===== config.mk =====
export PLATFORM = sky130hd
export DESIGN_NAME = seq_alu_flat
export DESIGN_NICKNAME = d
export VERILOG_FILES = /design/src/rtl/seq_alu_if.sv /design/src/rtl/seq_alu.sv /design/src/flat_wrapper.sv
export SDC_FILE = /design/constraint.sdc
export NUM_CORES = 2
export LEC_CHECK = 0
export BUFFER_PORTS_ARGS = -buffer_cell sky130_fd_sc_hd__clkbuf_2
export CELL_PAD_IN_SITES_DETAIL_PLACEMENT = 1
export CELL_PAD_IN_SITES_GLOBAL_PLACEMENT = 1
export CORE_ASPECT_RATIO = 0.75
export CORE_MARGIN = 2
export CORE_UTILIZATION = 52
export DETAILED_ROUTE_END_ITERATION = 6
export PLACE_DENSITY_LB_ADDON = 0.1
export SLEW_MARGIN = 20
export SYNTH_ARGS = -nofsm -noshare
export SYNTH_HDL_FRONTEND = slang
export SYNTH_SLANG_ARGS = --single-unit

===== constraint.sdc =====
create_clock -name clk -period 10.3 [get_ports clk]
set_clock_uncertainty 0.2 [all_clocks]
set_input_delay 1.03 -clock clk [delete_from_list [all_inputs] [get_ports clk]]
set_output_delay 1.03 -clock clk [all_outputs]
set_load 0.02 [all_outputs]

===== src/rtl/seq_alu_if.sv =====
// rtl/seq_alu_if.sv - request/result bundle between the EX stage and seq_alu
interface seq_alu_if #(
    parameter int W  = 32,
    parameter int SW = 5
);
    logic          start;
    logic [5:0]    ctrl;
    logic [W-1:0]  a;
    logic [W-1:0]  b;
    logic [SW-1:0] shamt;
    logic          busy;
    logic          done;
    logic [W-1:0]  r;
    logic [W-1:0]  r2;
    logic          z;
    logic          ovf;
    logic          div0;

    modport master (
        output start, ctrl, a, b, shamt,
        input  busy, done, r, r2, z, ovf, div0
    );

    modport slave (
        input  start, ctrl, a, b, shamt,
        output busy, done, r, r2, z, ovf, div0
    );
endinterface


===== src/rtl/seq_alu.sv =====
// rtl/seq_alu.sv - multi-cycle ALU: single-cycle logic/shift ops, iterative mul/div, HI/LO
module seq_alu #(
    parameter int W  = 32,
    parameter int SW = 5
) (
    input logic    clk,
    input logic    rst_n,
    seq_alu_if.slave bus
);
    typedef enum logic [1:0] {IDLE, PREP, ITER, FIX} state_t;

    state_t        state, state_nx;
    logic [W-1:0]  hi, lo, r_q, r2_q, opa, opb, ma, mb;
    logic [2*W-1:0] p;
    logic [SW:0]   cnt;
    logic          done_q, z_q, ovf_q, div0_q;
    logic          op_div, op_sgn, neg_q, neg_r;

    logic accept, is_md, div_zero_in;
    assign accept      = bus.start && (state == IDLE || state == FIX);
    assign is_md       = (bus.ctrl[5:2] == 4'b0100);
    assign div_zero_in = (bus.ctrl[5:1] == 5'b01001) && (bus.b == '0);

    always_ff @(posedge clk or negedge rst_n) begin
        if (!rst_n) state <= IDLE;
        else        state <= state_nx;
    end

    // FIX is the done cycle, so it accepts a new request exactly like IDLE
    always_comb begin
        state_nx = state;
        case (state)
            IDLE, FIX: begin
                state_nx = IDLE;
                if (accept && is_md && !div_zero_in) state_nx = PREP;
            end
            PREP:    state_nx = ITER;
            ITER:    if (cnt == (SW+1)'(1)) state_nx = FIX;
            default: state_nx = IDLE;
        endcase
    end

    logic [W-1:0] sum, diff, sc_r;
    logic         sc_ovf;
    assign sum  = bus.a + bus.b;
    assign diff = bus.a - bus.b;

    always_comb begin
        sc_r   = '0;
        sc_ovf = 1'b0;
        case (bus.ctrl)
            6'h00: sc_r = bus.a & bus.b;
            6'h01: sc_r = bus.a | bus.b;
            6'h02: begin
                sc_r   = sum;
                sc_ovf = (bus.a[W-1] == bus.b[W-1]) && (sum[W-1] != bus.a[W-1]);
            end
            6'h03: sc_r = sum;
            6'h04: sc_r = bus.a ^ bus.b;
            6'h05: sc_r = ~(bus.a | bus.b);
            6'h06: begin
                sc_r   = diff;
                sc_ovf = (bus.a[W-1] != bus.b[W-1]) && (diff[W-1] != bus.a[W-1]);
            end
            6'h07: sc_r = diff;
            6'h08: sc_r = {{(W-1){1'b0}}, ($signed(bus.a) < $signed(bus.b))};
            6'h09: sc_r = {{(W-1){1'b0}}, (bus.a < bus.b)};
            6'h0A: sc_r = bus.b << bus.shamt;
            6'h0B: sc_r = bus.b >> bus.shamt;
            6'h0C: sc_r = $signed(bus.b) >>> bus.shamt;
            6'h0D: sc_r = bus.b << (W/2);
            6'h18: sc_r = hi;
            6'h19: sc_r = lo;
            default: sc_r = '0;
        endcase
    end

    // Magnitudes for the iteration; signed ops work on |a|, |b| and fix signs at the end
    logic [W-1:0] absa, absb;
    assign absa = (op_sgn && opa[W-1]) ? (~opa + 1'b1) : opa;
    assign absb = (op_sgn && opb[W-1]) ? (~opb + 1'b1) : opb;

    // p = {HI-accumulator/remainder, multiplier/quotient}
    logic [W:0]     msum, rsh, rdf;
    logic [2*W-1:0] p_nx, prod;
    logic [W-1:0]   quot, remv, fin_lo, fin_hi;
    logic           ge;
    assign msum = {1'b0, p[2*W-1:W]} + (p[0] ? {1'b0, ma} : '0);
    assign rsh  = {p[2*W-1:W], p[W-1]};
    assign rdf  = rsh - {1'b0, mb};
    assign ge   = !rdf[W];
    assign p_nx = op_div ? {(ge ? rdf[W-1:0] : rsh[W-1:0]), p[W-2:0], ge}
                         : {msum, p[W-1:1]};
    assign prod   = neg_q ? (~p_nx + 1'b1) : p_nx;
    assign quot   = neg_q ? (~p_nx[W-1:0] + 1'b1) : p_nx[W-1:0];
    assign remv   = neg_r ? (~p_nx[2*W-1:W] + 1'b1) : p_nx[2*W-1:W];
    assign fin_lo = op_div ? quot : prod[W-1:0];
    assign fin_hi = op_div ? remv : prod[2*W-1:W];

    always_ff @(posedge clk or negedge rst_n) begin
        if (!rst_n) begin
            hi <= '0; lo <= '0; r_q <= '0; r2_q <= '0;
            opa <= '0; opb <= '0; ma <= '0; mb <= '0; p <= '0; cnt <= '0;
            done_q <= 1'b0; z_q <= 1'b1; ovf_q <= 1'b0; div0_q <= 1'b0;
            op_div <= 1'b0; op_sgn <= 1'b0; neg_q <= 1'b0; neg_r <= 1'b0;
        end else begin
            done_q <= 1'b0;
            if (accept) begin
                op_div <= bus.ctrl[1];
                op_sgn <= !bus.ctrl[0];
                opa    <= bus.a;
                opb    <= bus.b;
                if (!is_md) begin
                    done_q <= 1'b1;
                    r_q    <= sc_r;
                    r2_q   <= '0;
                    z_q    <= (sc_r == '0);
                    ovf_q  <= sc_ovf;
                    div0_q <= 1'b0;
                end else if (div_zero_in) begin
                    done_q <= 1'b1;
                    r_q    <= '1;
                    r2_q   <= bus.a;
                    lo     <= '1;
                    hi     <= bus.a;
                    z_q    <= 1'b0;
                    ovf_q  <= 1'b0;
                    div0_q <= 1'b1;
                end
            end
            case (state)
                PREP: begin
                    ma    <= absa;
                    mb    <= absb;
                    neg_q <= op_sgn && (opa[W-1] ^ opb[W-1]);
                    neg_r <= op_sgn && opa[W-1];
                    p     <= {{W{1'b0}}, (op_div ? absa : absb)};
                    cnt   <= (SW+1)'(W);
                end
                ITER: begin
                    p   <= p_nx;
                    cnt <= cnt - 1'b1;
                    if (cnt == (SW+1)'(1)) begin
                        done_q <= 1'b1;
                        r_q    <= fin_lo;
                        r2_q   <= fin_hi;
                        lo     <= fin_lo;
                        hi     <= fin_hi;
                        z_q    <= (fin_lo == '0);
                        ovf_q  <= 1'b0;
                        div0_q <= 1'b0;
                    end
                end
                default: ;
            endcase
        end
    end

    assign bus.busy = (state == PREP) || (state == ITER);
    assign bus.done = done_q;
    assign bus.r    = r_q;
    assign bus.r2   = r2_q;
    assign bus.z    = z_q;
    assign bus.ovf  = ovf_q;
    assign bus.div0 = div0_q;
endmodule


===== src/flat_wrapper.sv =====
// flat-port wrapper written by rule: the top's interface ports become plain ports
module seq_alu_flat 
#(
    parameter int W  = 32,
    parameter int SW = 5
)
  (clk, rst_n, bus_start, bus_ctrl, bus_a, bus_b, bus_shamt, bus_busy, bus_done, bus_r, bus_r2, bus_z, bus_ovf, bus_div0);
  seq_alu_if #(.W(W), .SW(SW)) bus_i ();
  input logic clk;
  input logic rst_n;
  input wire logic [$bits(bus_i.start)-1:0] bus_start;
  input wire logic [$bits(bus_i.ctrl)-1:0] bus_ctrl;
  input wire logic [$bits(bus_i.a)-1:0] bus_a;
  input wire logic [$bits(bus_i.b)-1:0] bus_b;
  input wire logic [$bits(bus_i.shamt)-1:0] bus_shamt;
  output wire logic [$bits(bus_i.busy)-1:0] bus_busy;
  output wire logic [$bits(bus_i.done)-1:0] bus_done;
  output wire logic [$bits(bus_i.r)-1:0] bus_r;
  output wire logic [$bits(bus_i.r2)-1:0] bus_r2;
  output wire logic [$bits(bus_i.z)-1:0] bus_z;
  output wire logic [$bits(bus_i.ovf)-1:0] bus_ovf;
  output wire logic [$bits(bus_i.div0)-1:0] bus_div0;
  assign bus_i.start = bus_start;
  assign bus_i.ctrl = bus_ctrl;
  assign bus_i.a = bus_a;
  assign bus_i.b = bus_b;
  assign bus_i.shamt = bus_shamt;
  assign bus_busy = bus_i.busy;
  assign bus_done = bus_i.done;
  assign bus_r = bus_i.r;
  assign bus_r2 = bus_i.r2;
  assign bus_z = bus_i.z;
  assign bus_ovf = bus_i.ovf;
  assign bus_div0 = bus_i.div0;
  seq_alu #(.W(W), .SW(SW)) u_core (.clk(clk), .rst_n(rst_n), .bus(bus_i));
endmodule

# Word level (Yosys, flattened, before mapping)
# Index checks and enable logic that the tools add are counted.
[word_totals] reg_bits=336 inputBits=78
[classes] n_addsub=10 order_cmp=2 n_eq_ne=26 shifts=3 n_mux=58 n_bitwise=10 reduce_logical=23
[op_table] op="$mux 32" count=29
[op_table] op="$pmux 32 s14" count=1
[op_table] op="$not 32->32" count=5
[op_table] op="$add 32x1->32 const B" count=4
[op_table] op="$mux 64" count=2
[op_table] op="$pmux 64 s2" count=1
[op_table] op="$logic_not 32->1" count=3
[op_table] op="$add 64x1->64 const B" count=1
[op_table] op="$lt 32x32->1" count=2
[op_table] op="$not 64->64" count=1
[op_table] op="$eq 6x4->1 const B" count=6
[op_table] op="$add 32x33->33" count=1
[op_table] op="$sub 33x32->33" count=1
[op_table] op="$add 32x32->32" count=1
[op_table] op="$and 32x32->32" count=1
[op_table] op="$or 32x32->32" count=1
[op_table] op="$shl 32x5->32" count=1
[op_table] op="$shr 32x5->32" count=1
[op_table] op="$sshr 32x5->32" count=1
[op_table] op="$sub 32x32->32" count=1
[op_table] op="$xor 32x32->32" count=1
[op_table] op="$eq 6x3->1 const B" count=4
[op_table] op="$mux 1" count=21
[op_table] op="$eq 6x1->1 const B" count=2
[op_table] op="other kinds (22)" count=40

# Longest topological paths before layout
[logic_depth] ltp_word=10 depth_mapped=24

# Worst setup path after synthesis
# Ideal clock, no wire load.
[synth_path] path_type="register to register" startpoint="register u_core.p[31]" endpoint="register u_core.z_q (netlist: u_core.bus.z)" setup_time_ns=0.059 arrival_ns=5.247 required_ns=10.041 path_slack_ns=4.794 stages_incl_launch_ff=24 period_less_slack_ns=5.506 cell_sequence="dfrtp_1 -> inv_1 -> ha_1 -> inv_1 -> fa_1 -> a211oi_1 -> o21bai_1 -> o211ai_2 -> a211o_4 -> a2111oi_4 -> or2_0 -> buf_2 -> inv_1 -> ha_1 -> o211ai_1 -> nor4_1 -> nand3_1 -> o31ai_1 -> xor2_1 -> nor4_1 -> or4b_1 -> or4_1 -> o21ai_1 -> a31o_2"
[synth_via] elab_chain_cells=10 elab_cells_between_ends=13
[synth_lines] item="start, declared" line_no="seq_alu.sv:14" text="logic [2*W-1:0] p;"
[synth_lines] item="start signal, assigned" line_no="seq_alu.sv:137" text="p <= {{W{1'b0}}, (op_div ? absa : absb)};"
[synth_lines] item="start signal, assigned" line_no="seq_alu.sv:141" text="p <= p_nx;"
[synth_lines] item="$sub 33x32->33" line_no="seq_alu.sv:90" text="assign rdf = rsh - {1'b0, mb};"
[synth_lines] item="$logic_not 1->1" line_no="seq_alu.sv:91" text="assign ge = !rdf[W];"
[synth_lines] item="$mux 64 *" line_no="seq_alu.sv:92" text="assign p_nx = op_div ? {(ge ? rdf[W-1:0] : rsh[W-1:0]), p[W-2:0], ge}"
[synth_lines] item="$not 64->64 / $not 32->32 (equally long branches)" line_no="seq_alu.sv:94, seq_alu.sv:95"
[synth_lines] item="$add 64x1->64 / $add 32x1->32 (equally long branches)" line_no="seq_alu.sv:94, seq_alu.sv:95"
[synth_lines] item="$mux 64 / $mux 32 (equally long branches)" line_no="seq_alu.sv:94, seq_alu.sv:95"
[synth_lines] item="$mux 32 *" line_no="seq_alu.sv:97" text="assign fin_lo = op_div ? quot : prod[W-1:0];"
[synth_lines] item="$logic_not 32->1 *" line_no="seq_alu.sv:149" text="z_q <= (fin_lo == '0);"
[synth_lines] item="$mux 1 *" line_no="seq_alu.sv:143" text="if (cnt == (SW+1)'(1)) begin"
[synth_lines] item="$mux 1 *" line_no="seq_alu.sv:131" text="case (state)"
[synth_lines] item="end signal, assigned" line_no="seq_alu.sv:117" text="z_q <= (sc_r == '0);"
[synth_lines] item="end signal, assigned" line_no="seq_alu.sv:149"
[synth_lines] item="end, declared" line_no="seq_alu.sv:16" text="logic done_q, z_q, ovf_q, div0_q;"
# Every way passes the cells marked *; elsewhere a longest branch is shown, timed or not.
# A chain may end at the register's enable or synchronous reset.

# Worst setup path in the final report
# Same ends and word-level chain as after synthesis.

==> flow_metrics.env <==
export IMPL_yosysWarnings=0
export IMPL_ant_nets=0
export IMPL_synthArstFlopShare_pct=100
export IMPL_worstSkewPairLatency_ns=0.56
export IMPL_r2r_cells=24
export IMPL_pre_cts_ws_ns=3.01
export IMPL_drt_pre_antenna_iters=7
export IMPL_drt_initial_drc_count=5895
export IMPL_routedWlPerCell_um=33.7
export IMPL_setup_violations=0
export IMPL_placed_cells=4783
export IMPL_min_period_over_period_pct=76.7
export IMPL_antenna_found_initial=9
export IMPL_synth_edf_count=0
export IMPL_slew_violations=0
export IMPL_endpoint="u_core.bus.z"
export IMPL_critical_path_startpoint="u_core.p[31]"
export IMPL_relSlewSlack_pct=15.2
export IMPL_grt_setup_unrepaired="false"
export IMPL_rows=78
export IMPL_rrSetupSlack_ns=2.40
export IMPL_grt_overflow=0
export IMPL_dp_hpwl_mm=124
export IMPL_grt_pass1_vias=34900
export IMPL_grt_max_degree=144
export IMPL_io_buffers=146
export IMPL_clk_pin_slew_ns=0.06
export IMPL_cts_tree="built"
export IMPL_peakVddDrop_mv=0.376
export IMPL_drt_total_wl_mm=164
export IMPL_grt_pass1_wl_mm=238
export IMPL_drc=8
export IMPL_endpoint_kind="flop"
export IMPL_switchingPower_mw=6.12
export IMPL_cts_sinks=336
export IMPL_synth_area_um2=31900
export IMPL_cts_hold_fix_buffers=0
export IMPL_core_area_um2=60600
export IMPL_ys_seq_area_share_pct=26.3
export IMPL_clk_path_buf_depth=3
export IMPL_pwr_share_comb_pct=62.6
export IMPL_syn_to_final_growth_pct=8.41
export IMPL_setup_tns_ns=0
export IMPL_nets=4273
export IMPL_initial_core_util_pct=52.7
export IMPL_syn_avg_cell_area_um2=7.89
export IMPL_dieArea_um2=63400
export IMPL_max_cap_violations=0
export IMPL_cp_required_ns=10.59
export IMPL_hold_viol=0
export IMPL_yosysUniqueCellTypes=104
export IMPL_viasPerCell=7.48
export IMPL_drive_above_1_share_pct=11.6
export IMPL_p_total_mw=11.1
export IMPL_cts_buffers=38
export IMPL_finalCriticalPeriod_ns=7.90
export IMPL_die_h_um=219
export IMPL_cts_root_buf="clkbuf_16"
export IMPL_tightest_slew_ns=1.26
export IMPL_power_leakage_nw=15.1
export IMPL_status="finished, violations left"
export IMPL_fin_ws_ns=2.40
export IMPL_vias=36300
export IMPL_syn_nets=4299
export IMPL_io_pins=147
export IMPL_netlist_instances=4049
export IMPL_swShare_pct=55.3
export IMPL_r2r_start="u_core.p[31]"
export IMPL_worstPathMaxFanout=16
export IMPL_holdCritPathClass="flop to flop"
export IMPL_cp_start_kind="flop"
export IMPL_r2r_end="u_core.bus.z"
export IMPL_final_cell_count_no_fill=4854
export IMPL_min_path_cells=1
export IMPL_track_usage_pct=50.3
export IMPL_fillers=7418
export IMPL_cts_htree_levels=2
export IMPL_ctsResizeCount=0
export IMPL_critical_path_class="flop to flop"
export IMPL_die_x_um=290
export IMPL_power_frac_seq_pct=23.3
export IMPL_cts_setup_buffers=0
export IMPL_fmax_mhz=127
export IMPL_synthFlopType="dfrtp_1"
export IMPL_worstPathArrival_ns=8.19
export IMPL_pwr_density_cell_nw_per_um2=320
export IMPL_ys_ff_latch=336
export IMPL_clkPwrFrac_pct=14.1
export IMPL_internal_power_mw=4.95
export IMPL_gp_congestion=1.07
export IMPL_violations="DRC"
[power by group through the flow]
stage	clock network, mW	logic, mW	registers (mW)
final	1.56	6.93	2.58
after global routing	1.60	7.27	2.61
after CTS	1.55	6.61	2.53
after detailed placement	0	6.51	2.54
after global placement	0	6.31	2.50
after floorplan	0	4.19	2.36
[routing by layer]
layer  GRT usage (%)  up-vias  wire (um)
met5           0.915        -        165
met4            18.8        6       7210
met3            19.4      470      26800
met2            68.1     3044      63900
met1            71.4    18000      65700
li1                -    14800          -
[through the flow]
step / area, um2 / util, % / hold slack, ns
after floorplan: 31900 / - / 0.246
after global placement: 33200 / 54.8 / 0.256
after detailed placement: 33200 / 54.8 / 0.266
after CTS: 34600 / 57.1 / 0.285
after global routing: 34600 / 57.1 / 0.300
final: 34600 / 57.1 / 0.286
[cell usage after synthesis, types with 57 or more instances]
cell type | number | share of area, %
a21oi_1 | 330 | 5.2
and2_1 | 62 | 1.2
clkbuf_1 | 231 | 2.7
dfrtp_1 | 335 | 26
ha_1 | 168 | 6.6
inv_1 | 188 | 2.2
mux2i_1 | 91 | 2.9
mux4_2 | 78 | 5.5
nand2_1 | 478 | 5.6
nand3_1 | 90 | 1.4
nor2_1 | 363 | 4.3
nor3_1 | 115 | 1.8
o211ai_1 | 57 | 1.3
o21ai_0 | 339 | 5.3
xnor2_1 | 93 | 2.6
xor2_1 | 73 | 2.0
[kinds of logic (layout without fill, tap and decap cells)]
family / Yosys count / in the layout / synth area share [%]
simple gates: 1414 / 1414 / 20.9
buf+inv: 482 / 484 / 5.79
mux: 186 / 186 / 8.96
other cells: 0 / 3 / 0
compound gates: 1293 / 1293 / 26.6
fa+ha+maj: 172 / 172 / 6.83
flops: 336 / 336 / 26.3
xor+xnor: 166 / 166 / 4.55
[area by class of cell]
cell class,instances,area [um2],share of cell area (%)
multi-input cells,3231,21800,62.9
flip-flops and latches,336,8410,24.3
repair buffers,224,1340,3.88
clock buffers,49,1040,3.01
well taps,800,1000,2.89
inverters,192,721,2.08
clock inverters,19,312,0.900
diodes,3,7.51,0.0217
[registers in the layout (all words and copies together) (netlist names), 2 cells and up]
name	count
u_core.opa	32
u_core.p	64
u_core.bus.r	32
u_core.lo	32
u_core.state	2
u_core.hi	32
u_core.opb	32
u_core.bus.r2	32
u_core.ma	32
u_core.cnt	6
u_core.mb	32
[cell usage in the layout, fill, tap and decap left out, types with 36 or more instances in the layout]
cell type and count:
nand2_1 477, a211oi_1 46, nor4_1 45, mux4_2 78
a21o_1 45, nor3_1 115, dfrtp_1 334, o31ai_1 39
and3_1 36, a22oi_1 41, o21ai_0 337, and2_1 63
clkbuf_16 39, clkbuf_2 143, buf_4 79, o211ai_1 57
nor2_1 356, xor2_1 73, a31oi_1 48, or3_1 37
ha_1 166, mux2i_1 91, xnor2_1 93, nand4_1 37
a21oi_1 330, nand3_1 89, inv_1 187
[worst max-delay path, cell delays in order (launching register included)]
cell,delay [ns]
dfrtp_1,0.47
inv_1,0.11
ha_1,0.18
inv_1,0.07
fa_1,0.46
a211oi_1,0.24
o21bai_1,0.21
o211ai_2,0.45
a211o_4,0.26
a2111oi_4,0.07
buf_4,0.25
or2_0,0.37
inv_1,0.27
ha_1,0.25
o211ai_1,0.24
nor4_1,1.01
nor2_1,0.13
xnor2_1,0.20
nor4b_1,0.71
nand3b_1,0.15
nor4_1,0.28
or4b_1,0.47
or4_1,0.50
o21ai_1,0.15
a31o_2,0.12
[how the worst min path moves through the flow]
stage / startpoint / to
4_1_cts: u_core.hi[15] / u_core.hi[15]
3_3_place_gp: u_core.bus.r2[7] / u_core.bus.r2[7]
3_5_place_dp: u_core.bus.r2[15] / u_core.bus.r2[15]
5_1_grt: u_core.bus.r2[15] / u_core.bus.r2[15]
6_report: u_core.bus.r2[15] / u_core.bus.r2[15]
2_1_floorplan: u_core.hi[2] / u_core.hi[2]
Power figures use the tool's default switching activity.
